--- config.mk ---
export PLATFORM = sky130hd
export DESIGN_NAME = nibble_alu
export DESIGN_NICKNAME = d
export VERILOG_FILES = /design/src/rtl/nibble_alu.sv
export SDC_FILE = /design/constraint.sdc
export NUM_CORES = 1
export LEC_CHECK = 0
export CORE_ASPECT_RATIO = 1.2
export CORE_MARGIN = 5
export CORE_UTILIZATION = 57
export CTS_CLUSTER_DIAMETER = 80
export DETAILED_ROUTE_END_ITERATION = 8
export PLACE_DENSITY = 0.9
export SYNTH_ARGS = -nofsm -noshare
export SYNTH_HDL_FRONTEND = slang
export SYNTH_SLANG_ARGS = --single-unit
--- constraint.sdc ---
create_clock -name clk -period 3.4 [get_ports clk]
set_input_delay 0.51 -clock clk [delete_from_list [all_inputs] [get_ports clk]]
set_output_delay 0.51 -clock clk [all_outputs]
set_load 0.02 [all_outputs]
--- src/rtl/nibble_alu.sv ---
// Accumulator ALU for the Nibbler datapath with 74181-style function encoding.
// Operand A is the accumulator, operand B is dataIn; every clock edge writes the result back.
module nibble_alu #(
  parameter int WIDTH = 4
) (
  input  logic             clk,
  input  logic             reset,
  input  logic [WIDTH-1:0] dataIn,
  input  logic [3:0]       func,
  input  logic             mode,
  input  logic             carryIn,
  output logic [WIDTH-1:0] dataOut,
  output logic             carryOut,
  output logic             zeroOut
);

  localparam logic [WIDTH-1:0] ALL_ONES = '1;
  localparam logic [WIDTH-1:0] ALL_ZERO = '0;

  logic [WIDTH-1:0] acc_q, acc_d;
  logic             carry_q, carry_d;

  logic [WIDTH-1:0] op_a, op_b;
  logic [WIDTH-1:0] logic_f;
  logic [WIDTH-1:0] arith_x, arith_y;
  logic [WIDTH:0]   arith_sum;

  assign op_a = acc_q;
  assign op_b = dataIn;

  // NOTE: every combinational output gets a default before the case, so no path leaves it unassigned (no latch).
  always_comb begin
    logic_f = ALL_ZERO;
    unique case (func)
      4'b0000: logic_f = ~op_a;
      4'b0001: logic_f = ~(op_a | op_b);
      4'b0010: logic_f = ~op_a & op_b;
      4'b0011: logic_f = ALL_ZERO;
      4'b0100: logic_f = ~(op_a & op_b);
      4'b0101: logic_f = ~op_b;
      4'b0110: logic_f = op_a ^ op_b;
      4'b0111: logic_f = op_a & ~op_b;
      4'b1000: logic_f = ~op_a | op_b;
      4'b1001: logic_f = ~(op_a ^ op_b);
      4'b1010: logic_f = op_b;
      4'b1011: logic_f = op_a & op_b;
      4'b1100: logic_f = ALL_ONES;
      4'b1101: logic_f = op_a | ~op_b;
      4'b1110: logic_f = op_a | op_b;
      4'b1111: logic_f = op_a;
      default: logic_f = ALL_ZERO;
    endcase
  end

  // Arithmetic functions all reduce to X + Y + carryIn; only the operand pair differs.
  always_comb begin
    arith_x = op_a;
    arith_y = ALL_ZERO;
    unique case (func)
      4'b0000: begin arith_x = op_a;            arith_y = ALL_ZERO;      end
      4'b0001: begin arith_x = op_a | op_b;     arith_y = ALL_ZERO;      end
      4'b0010: begin arith_x = op_a | ~op_b;    arith_y = ALL_ZERO;      end
      4'b0011: begin arith_x = ALL_ZERO;        arith_y = ALL_ONES;      end
      4'b0100: begin arith_x = op_a;            arith_y = op_a & ~op_b;  end
      4'b0101: begin arith_x = op_a | op_b;     arith_y = op_a & ~op_b;  end
      4'b0110: begin arith_x = op_a;            arith_y = ~op_b;         end
      4'b0111: begin arith_x = op_a & ~op_b;    arith_y = ALL_ONES;      end
      4'b1000: begin arith_x = op_a;            arith_y = op_a & op_b;   end
      4'b1001: begin arith_x = op_a;            arith_y = op_b;          end
      4'b1010: begin arith_x = op_a | ~op_b;    arith_y = op_a & op_b;   end
      4'b1011: begin arith_x = op_a & op_b;     arith_y = ALL_ONES;      end
      4'b1100: begin arith_x = op_a;            arith_y = op_a;          end
      4'b1101: begin arith_x = op_a | op_b;     arith_y = op_a;          end
      4'b1110: begin arith_x = op_a | ~op_b;    arith_y = op_a;          end
      4'b1111: begin arith_x = op_a;            arith_y = ALL_ONES;      end
      default: begin arith_x = op_a;            arith_y = ALL_ZERO;      end
    endcase
  end

  assign arith_sum = {1'b0, arith_x} + {1'b0, arith_y} + {{WIDTH{1'b0}}, carryIn};

  // Logic mode ignores carryIn and always clears the carry flag.
  always_comb begin
    acc_d   = logic_f;
    carry_d = 1'b0;
    if (!mode) begin
      acc_d   = arith_sum[WIDTH-1:0];
      carry_d = arith_sum[WIDTH];
    end
  end

  // NOTE: state registers use non-blocking assignments so all flops update together at the edge.
  always_ff @(posedge clk or posedge reset) begin
    if (reset) begin
      acc_q   <= ALL_ZERO;
      carry_q <= 1'b0;
    end else begin
      acc_q   <= acc_d;
      carry_q <= carry_d;
    end
  end

  assign dataOut  = acc_q;
  assign carryOut = carry_q;
  assign zeroOut  = (acc_q == ALL_ZERO);

endmodule

==> impl_metrics.py, run 1 <==
metrics = {
    "placement": {
        "dpl.cell_count": 275,
        "portBuffers": 17,
        "gp_congestion": 1.040,
        "place.detailed.hpwl_mm": 3.577,
        "placed_cell_area_um2": 1856,
    },
    "finish": {
        "nets": 279,
        "most-common-layout-cells": "24 x sky130_fd_sc_hd__buf_4, 20 x sky130_fd_sc_hd__nand2_1, 19 x sky130_fd_sc_hd__ha_1",
        "antenna_cells": 0,
        "fillCellCount": 230,
        "layout.cell_area.non_filler_um2": 1884,
        "layout.cells.most_common": "sky130_fd_sc_hd__buf_4",
        "instances_no_fill": 279,
        "areaGrowthSynthToFinish_pct": 18.96,
        "final_layout_size_suffix_gt1_frac": 0.1592,
    },
    "critical_path": {
        "crit_required_ps": 3520,
        "critical-path-top-cell-by-count": "sky130_fd_sc_hd__fa_1",
        "timing_worst_setup_path_type": "in2reg",
        "cp_slowest_cell": "sky130_fd_sc_hd__clkdlybuf4s50_1",
        "timing.critical_path.max_delay_family": "adder cells",
        "worst-path-max-fanout": 5,
        "cp_cell_sequence": "clkdlybuf4s50_1, and3_1, nor2_1, o2bb2ai_2, a221oi_2, o21a_1, fa_1, fa_1, nor2b_1, nor3_1, nor4_1, a31oi_1",
        "cp-end-kind": "flop",
        "arrival_time_at_the_worst_endpoint_ps": 3250,
        "cp_slowest_stage_delay_ps": 550,
        "crit_buf_inv": 1,
        "crit_path_start_kind": "primary input",
    },
    "clocking": {
        "cts.clk_slew.worst_paths_ps": 40,
        "cts-buffers-inserted": 3,
        "clkLatencyLatePin_ps": 250,
        "clock-sinks": 5,
        "clock_tree.root_cell": "sky130_fd_sc_hd__clkbuf_4",
        "cts_tree": "built",
        "maximum_number_of_buffers_from_clock_root_to_sink": 2,
        "cts_setup_buffers": 0,
        "cts-hold-fix-buffers": 0,
        "h-tree-depth": 1,
    },
    "power": {
        "powerDensity_nw_per_um2": 346.4,
        "design_power_total_mw": 0.6528,
        "ir_worst_vdd_v": 0.0002545,
        "p_leak_nw": 0.7994,
    },
    "routing": {
        "firstDrtPassIters": 5,
        "drtIter0Drc": 151,
        "ant_nets": 0,
        "detail_route.wl_per_cell_um": 16.78,
        "detailroute.via_count": 1876,
        "avgViaCountPerCell": 6.724,
        "drc_errors": 0,
        "totalWireLength_mm": 4.681,
    },
    "global_route": {
        "grt_pass1_wl_mm": 8.017,
        "grtUsageTotal": 0.2585,
        "via_count_of_the_first_global_routing_pass": 1793,
        "antenna_found_initial": 0,
        "maximum_number_of_pins_on_one_net_before_global_route_repair": 22,
        "grt.overflow.total": 0,
    },
    "outcome": {
        "outcome": "finished, final reports clean",
    },
    "synthesis": {
        "netlist_area_um2": 1584,
        "synth.ff_latch_count": 5,
        "yosysSeqAreaShare": 0.07899,
        "synth.net_count": 250,
        "syn-instance-count": 217,
        "post_synth_edffs": 0,
        "synth-async-reset-ratio": 1.000,
        "synth_cell_type_count": 56,
        "post_synth.cell_area_avg_um2": 7.300,
        "yosys_warnings": 0,
        "synth-main-ff-cell": "sky130_fd_sc_hd__dfrtp_1",
    },
    "sta": {
        "report.final.hold_viol_count": 0,
        "clock.fmax_ghz": 0.3200,
        "finalClockSkew_ps": 2.911,
        "setup_tns_ps": 0,
        "clock_period_minus_final_worst_setup_slack_ps": 3125,
        "tightestPinTransition_ps": 437.6,
        "final.period_utilization": 0.9191,
        "grt_setup_unrepaired": "no",
        "slew_violations": 0,
        "finalSetupViolCount": 0,
        "worst_slew_margin_rel": 0.7074,
        "tightest_hold_margin_ps": 478.0,
    },
    "job": {
        "number_of_maximum_capacitance_violations": 0,
    },
    "floorplan": {
        "ios": 18,
        "die_area_um2": 3937,
        "floorplan.rows": 21,
        "die_w_um": 58.12,
        "placeableCoreArea_um2": 2733,
        "die_h_um": 67.75,
        "initial_utilization": 0.5797,
    },
    "worst_hold_path": {
        "timing.hold.worst.class": "in2async",
    },
}
Yosys cell counts, drive strengths merged (6+ instances only):
| cell type | count | area, µm² |
|---|---|---|
| a21oi | 17 | 85.08 |
| a31oi | 9 | 56.30 |
| buf | 15 | 113.9 |
| ha | 19 | 237.7 |
| inv | 19 | 71.32 |
| mux2i | 6 | 60.06 |
| nand2 | 20 | 75.07 |
| nor2 | 17 | 66.32 |
| nor3 | 9 | 45.04 |
| o21ai | 9 | 45.04 |
cell type report:
type / instances / area [µm²] / share of cell area
repair buffers: 41 / 350.3 / 0.1859
flip-flops and latches: 5 / 125.1 / 0.06640
well taps: 34 / 42.54 / 0.02258
clock buffers: 4 / 26.28 / 0.01394
multi-input cells: 175 / 1265 / 0.6713
inverters: 20 / 75.07 / 0.03984
kinds of logic (layout without fill, tap and decap cells):
| kind of cell | Yosys count | count (layout) | synth area share |
|---|---|---|---|
| compound gates | 72 | 72 | 0.3357 |
| xor+xnor | 1 | 1 | 0.005530 |
| fa+ha+maj | 21 | 21 | 0.1754 |
| buf+inv | 37 | 65 | 0.1240 |
| flops | 5 | 5 | 0.07899 |
| mux | 6 | 6 | 0.03792 |
| simple gates | 75 | 75 | 0.2425 |
flip-flops by register name (all words and copies together) (netlist names):
| register | count |
|---|---|
| carryOut | 1 |
| dataOut | 4 |
path summary, 6_finish.rpt:
| kind | from | to | slack, ps | depth (start not counted) |
|---|---|---|---|---|
| worst max-delay path | func[3] | dataOut[2] | 280 | 12 |
| worst max register to register | dataOut[0] | dataOut[2] | 460 | 11 |
| worst min register to register | dataOut[3] | dataOut[3] | 740 | 2 |
| min in group clk | dataOut[3] | dataOut[3] | 740 | 2 |
| max in group asynchronous | reset | dataOut[1] | 2750 | 2 |
| worst min-delay path | reset | dataOut[3] | 480 | 2 |
report_power, final:
group / switching (mW) / leakage (nW) / total, mW / internal [mW]
registers: 0.0390 / 0.0616 / 0.117 / 0.0777
logic: 0.254 / 0.723 / 0.465 / 0.211
clock network: 0.0265 / 0.0150 / 0.0710 / 0.0445
total: 0.319 / 0.799 / 0.653 / 0.334
through the flow:
step | setup slack, ps | utilization
final | 275.2 | 0.6896
after global routing | 40.73 | 0.6896
after CTS | 274.1 | 0.6886
after detailed placement | 2.290 | 0.6790
after global placement | 87.46 | 0.6790
after floorplan | 502.9 | -
layer usage:
metal / vias to the layer above / routed length, µm / track usage
met5: - / 0 / 0
met4: 0 / 146 / 0.1275
met3: 20 / 413 / 0.05927
met2: 120 / 2318 / 0.4449
met1: 873 / 1802 / 0.2991
li1: 863 / - / -
timing repair:
| item | CTS | global route |
|---|---|---|
| hold endpoints to repair | 0 | 0 |
| resized for setup | 0 | 1 |
| setup endpoints to repair | 0 | 1 |
(Power assumes the default switching activity.)
==> run 2, diff against run 1 <==
CORE_UTILIZATION = 62   (was 57)
PLACE_DENSITY = 0.95   (was 0.9)
TNS_END_PERCENT = 100   (was unset)
clock period = 4 ns   (was 3.4 ns; I/O delays follow)
==> run 2 against run 1 <==
Wire length fell by 0.73%; sequential power decreased by 9%; clock skew shrank 1.1 ps; flip-flop and latch count stayed put; die area is 6.8% lower; via count shrank 4.2%; first-iteration DRC count decreased by 43%; highest routed layer unchanged; cell count fell by 4.7%; core utilization rose by 2.6 points.
==> impl_metrics.py, run 2 (synthesized netlist as in run 1, its figures left out) <==
metrics = {
    "clocking": {
        "cts_tree": "built",
        "h-tree-depth": 1,
        "cts_setup_buffers": 0,
        "cts-hold-fix-buffers": 0,
        "cts.clk_slew.worst_paths_ps": 40,
        "maximum_number_of_buffers_from_clock_root_to_sink": 2,
        "post_cts_resized": 0,
        "cts-buffers-inserted": 3,
        "clock-sinks": 5,
        "clkLatencyLatePin_ps": 250,
        "clock_tree.root_cell": "sky130_fd_sc_hd__clkbuf_4",
    },
    "floorplan": {
        "ios": 18,
        "initial_utilization": 0.6330,
        "die_area_um2": 3670,
        "floorplan.rows": 20,
        "die_w_um": 56.14,
        "die_h_um": 65.37,
        "placeableCoreArea_um2": 2502,
    },
    "routing": {
        "detail_route.wl_per_cell_um": 17.47,
        "drtIter0Drc": 86,
        "firstDrtPassIters": 5,
        "ant_nets": 0,
        "drc_errors": 0,
        "totalWireLength_mm": 4.647,
        "detailroute.via_count": 1798,
        "avgViaCountPerCell": 6.759,
    },
    "global_route": {
        "via_count_of_the_first_global_routing_pass": 1734,
        "maximum_number_of_pins_on_one_net_before_global_route_repair": 33,
        "antenna_found_initial": 0,
        "grt_pass1_wl_mm": 7.990,
        "grtUsageTotal": 0.2676,
        "grt.overflow.total": 0,
    },
    "sta": {
        "clock_period_minus_final_worst_setup_slack_ps": 3549,
        "finalClockSkew_ps": 1.809,
        "final.period_utilization": 0.8873,
        "tightestPinTransition_ps": 477.0,
        "setup_tns_ps": 0,
        "grt_setup_unrepaired": "no",
        "worst_slew_margin_rel": 0.6810,
        "finalSetupViolCount": 0,
        "report.final.hold_viol_count": 0,
        "slew_violations": 0,
        "clock.fmax_ghz": 0.2818,
    },
    "finish": {
        "regArea_um2": 125.1,
        "layout.cells.most_common": "sky130_fd_sc_hd__nand2_1",
        "final_layout_size_suffix_gt1_frac": 0.1116,
        "largest_register_ff_count": 4,
        "nets": 267,
        "area_of_combinational_cells_with_multiple_inputs_um2": 1262,
        "fillCellCount": 204,
        "most-common-layout-cells": "20 x sky130_fd_sc_hd__nand2_1, 19 x sky130_fd_sc_hd__ha_1, 17 x sky130_fd_sc_hd__inv_1, 17 x sky130_fd_sc_hd__a21oi_1, 17 x sky130_fd_sc_hd__clkdlybuf4s50_1",
        "finish.utilization": 0.7155,
        "areaGrowthSynthToFinish_pct": 13.03,
        "antenna_cells": 0,
    },
    "placement": {
        "portBuffers": 17,
        "place.detailed.hpwl_mm": 3.522,
        "gp_congestion": 0.9998,
    },
    "critical_path": {
        "worst-path-max-fanout": 11,
        "cp-end-kind": "flop",
        "arrival_time_at_the_worst_endpoint_ps": 3670,
        "crit_required_ps": 4120,
        "crit_path_start_kind": "primary input",
        "timing_worst_setup_path_type": "in2reg",
    },
    "job": {
        "number_of_maximum_capacitance_violations": 0,
    },
    "worst_hold_path": {
        "timing.hold.worst.class": "in2async",
    },
    "power": {
        "ir_worst_vdd_v": 0.0002679,
        "powerDensity_nw_per_um2": 305.1,
        "p_leak_nw": 0.7407,
    },
    "outcome": {
        "outcome": "finished, final reports clean",
    },
}
run 2: cell count changes in the layout (fill, tap and decap cells not counted):
cell | before | now
sky130_fd_sc_hd__nor2b_2 | 1 | 0
sky130_fd_sc_hd__buf_4 | 24 | 12
sky130_fd_sc_hd__nor2b_1 | 4 | 5
run 2: area by class of cell:
| cell class | count | share of cell area |
|---|---|---|
| Clock buffer | 4 | 0.01468 |
| Inverter | 20 | 0.04193 |
| Multi-Input combinational cell | 175 | 0.7051 |
| Sequential cell | 5 | 0.06988 |
| Tap cell | 33 | 0.02306 |
| Timing Repair Buffer | 29 | 0.1454 |
run 2: where the power goes:
part | switching (mW) | internal (mW) | leakage (nW) | total [mW]
clock | 0.0226 | 0.0378 | 0.0150 | 0.0605
combinational | 0.211 | 0.169 | 0.664 | 0.380
sequential | 0.0396 | 0.0660 | 0.0616 | 0.106
total | 0.273 | 0.273 | 0.741 | 0.546
run 2: final timing paths:
check                           start         end  slack (ps)  cells after the start
max                           func[3]  dataOut[2]         450                     12
min                             reset  dataOut[0]         550                      2
max reg2reg                dataOut[0]  dataOut[2]        1020                     11
min reg2reg                dataOut[3]  dataOut[3]         750                      2
max in group asynchronous       reset  dataOut[2]        3270                      2
min in group clk           dataOut[3]  dataOut[3]         750                      2
run 2: layer usage:
layer,track usage,wire (µm),vias up
met3,0.03929,409,26
met1,0.3310,1721,822
met4,0.1335,209,0
met2,0.4503,2307,110
li1,-,-,840
met5,0,0,-
run 2: through the flow:
step | total power [mW] | hold WS, ps | worst slack, ps | instances | instance area, µm²
after floorplan | 0.3534 | 378.5 | 1013 | 217 | 1584
after global placement | 0.4645 | 709.0 | 377.5 | 262 | 1764
after detailed placement | 0.4755 | 717.8 | 243.9 | 262 | 1764
after CTS | 0.5396 | 553.8 | 507.7 | 266 | 1790
after global routing | 0.5950 | 571.0 | 237.2 | 266 | 1790
final | 0.5463 | 553.4 | 451.0 | 266 | 1790
run 2: worst max-delay path, stage by stage:
cell	delay, ps
sky130_fd_sc_hd__clkdlybuf4s50_1	770
sky130_fd_sc_hd__inv_2	60
sky130_fd_sc_hd__o21ai_1	310
sky130_fd_sc_hd__o2bb2ai_2	200
sky130_fd_sc_hd__a221oi_2	90
sky130_fd_sc_hd__o21a_1	140
sky130_fd_sc_hd__fa_1	420
sky130_fd_sc_hd__fa_1	410
sky130_fd_sc_hd__nor2b_1	180
sky130_fd_sc_hd__nor3_1	90
sky130_fd_sc_hd__nor4_1	290
sky130_fd_sc_hd__a31oi_1	110
==> run 3, diff against run 2 <==
SETUP_SLACK_MARGIN = 0.02   (was unset)
==> results of run 3 <==
Final layout, timing and power as in run 2 (identical DEF).
==> RTL change: new RTL, config.mk and constraints of run 1 <==
Make the reset (`reset`) synchronous in one clocked block.
--- a/src/rtl/nibble_alu.sv
+++ b/src/rtl/nibble_alu.sv
@@ -92,3 +92,3 @@
   // NOTE: state registers use non-blocking assignments so all flops update together at the edge.
-  always_ff @(posedge clk or posedge reset) begin
+  always_ff @(posedge clk) begin
     if (reset) begin
Check against the original RTL: differs if reset is asserted again (counterexample within 4 cycles, from zero or initial values and one cycle with reset high); with reset held inactive, the same outputs for 10 cycles.
==> RTL change against run 1 <==
- sequential cell count did not move
- total power down 26%
- routed wire length down 6.4%
- non-clock buffer count is 2 lower
- worst hold slack gained 350 ps
- final cell count down 4.3%
- via count fell by 8.8%
- synthesized cell count decreased by 4.6%
- clock power up 0.7%
- fmax fell by 1.2%
- clock skew shrank 1.5 ps
- area after synthesis shrank 6.6%
- worst setup slack lost 37 ps
- cell area fell by 5.5%
- largest power group unchanged
- highest routed layer unchanged
==> RTL change: results (changes against run 1) <==
metric,value,unit,change
Via Count,1710,,-8.8%
largest cells by area after synthesis,"ha_1, nand2_1, dfxtp_1, a21oi_1, o21ai_0",,
Lkg Pwr,0.768,nW,-3.9%
fin cells,267,,-4.3%
Total Routed Length,4380,um,-6.4%
pin count of the biggest net entering global routing,19,,-14%
vias in the first global route,1667,,-7.0%
"delay-heaviest family, CP",compound AO/OA/AOI/OAI gates,,
Sw Share,46.0,%,-2.9 points
net count after synthesis,240,,-4.0%
syn avg cell area,7.14,um2,-2.1%
Hold Path Class,register to register,,
Post-synth ARST share,0,%,-100 points
Critical Path AT,3300,ps,+50 ps
CP max stage delay,490,ps,-60 ps
status,completed,,
post-synthesis sequential area ratio,6.77,%,-1.1 points
peak supply drop,0.000169,V,-34%
Final GP Congestion,1.01,,-2.6%
CTS Buf Count,3,,unchanged
Commonest cells post-synth,"nand2_1, ha_1, a21oi_1, inv_1, nor2_1",,
Worst Skew,1.44,ps,-1.47 ps
Most used DFF post-synth,dfxtp_1,,
aggregate global-route resource usage,24.3,%,-1.5 points
Crit Path Max Fanout,11,,+6
RTL change: cell count changes after synthesis, moves of 3 or more:
cell	delta
nand2_1	+7
a31oi_1	-6
a221oi_1	+5
dfrtp_1	-5
dfxtp_1	+5
nor2b_1	-5
o21ai_0	+5
nor3_1	-4
a2111oi_2	-3
a22o_1	+3
and2b_1	-3
mux2i_1	-3
o22ai_1	+3
o32ai_1	-3
RTL change: cell families after synthesis:
family	synth area share, %
buffers and inverters	11.4
multiplexers	5.08
AND/OR/NAND/NOR	20.7
XOR/XNOR	1.18
AO/OA/AOI/OAI	36.0
adder cells (fa/ha/maj)	18.8
flip-flops	6.77
RTL change: power by group through the flow:
stage / clock [mW] / sequential, mW / combinational [mW]
final: 0.0715 / 0.0865 / 0.324
after global routing: 0.0772 / 0.0884 / 0.356
after CTS: 0.0722 / 0.0858 / 0.320
after detailed placement: 0 / 0.0865 / 0.318
after global placement: 0 / 0.0860 / 0.314
after floorplan: 0 / 0.0917 / 0.209
RTL change: path summary, 6_finish.rpt:
| path | slack [ps] | cells after the start | end | start |
|---|---|---|---|---|
| max | 240 | 11 | dataOut[2] | func[2] |
| min | 830 | 4 | dataOut[1] | dataOut[1] |
| max reg2reg | 500 | 9 | dataOut[2] | dataOut[0] |
| min reg2reg | 830 | 4 | dataOut[1] | dataOut[1] |
RTL change: layout make-up:
| class | instances | area [um2] |
|---|---|---|
| Fill cell | 201 | 722 |
| Multi-Input combinational cell | 168 | 1210 |
| Tap cell | 33 | 41.3 |
| Inverter | 18 | 67.6 |
| Clock buffer | 4 | 26.3 |
| Sequential cell | 5 | 100 |
| Timing Repair Buffer | 39 | 335 |
RTL change: per-stage QoR:
stage | cell area, um2 | worst slack [ps] | util (%) | hold slack [ps]
2_1_floorplan | 1480 | 479 | - | 575
6_report | 1780 | 238 | 71.2 | 830
3_5_place_dp | 1750 | 14.1 | 70.1 | 816
3_3_place_gp | 1750 | 44.2 | 70.1 | 770
4_1_cts | 1780 | 259 | 71.2 | 827
5_1_grt | 1780 | 84.1 | 71.2 | 871
RTL change: tightest hold or removal path, stage by stage, from the launching register on:
cell and delay, ps:
dfxtp_1 400, nor2_1 140, a21oi_1 50, a21oi_1 140
a311oi_1 60
RTL change: metal layers:
metal  routed length [um]  share of wire (%)  GRT usage, %
met1                 1760                 40          30.8
met2                 2060                 47          41.2
met3                  450                 10          2.93
met4                  114                2.6          10.4
met5                    0                  0             0
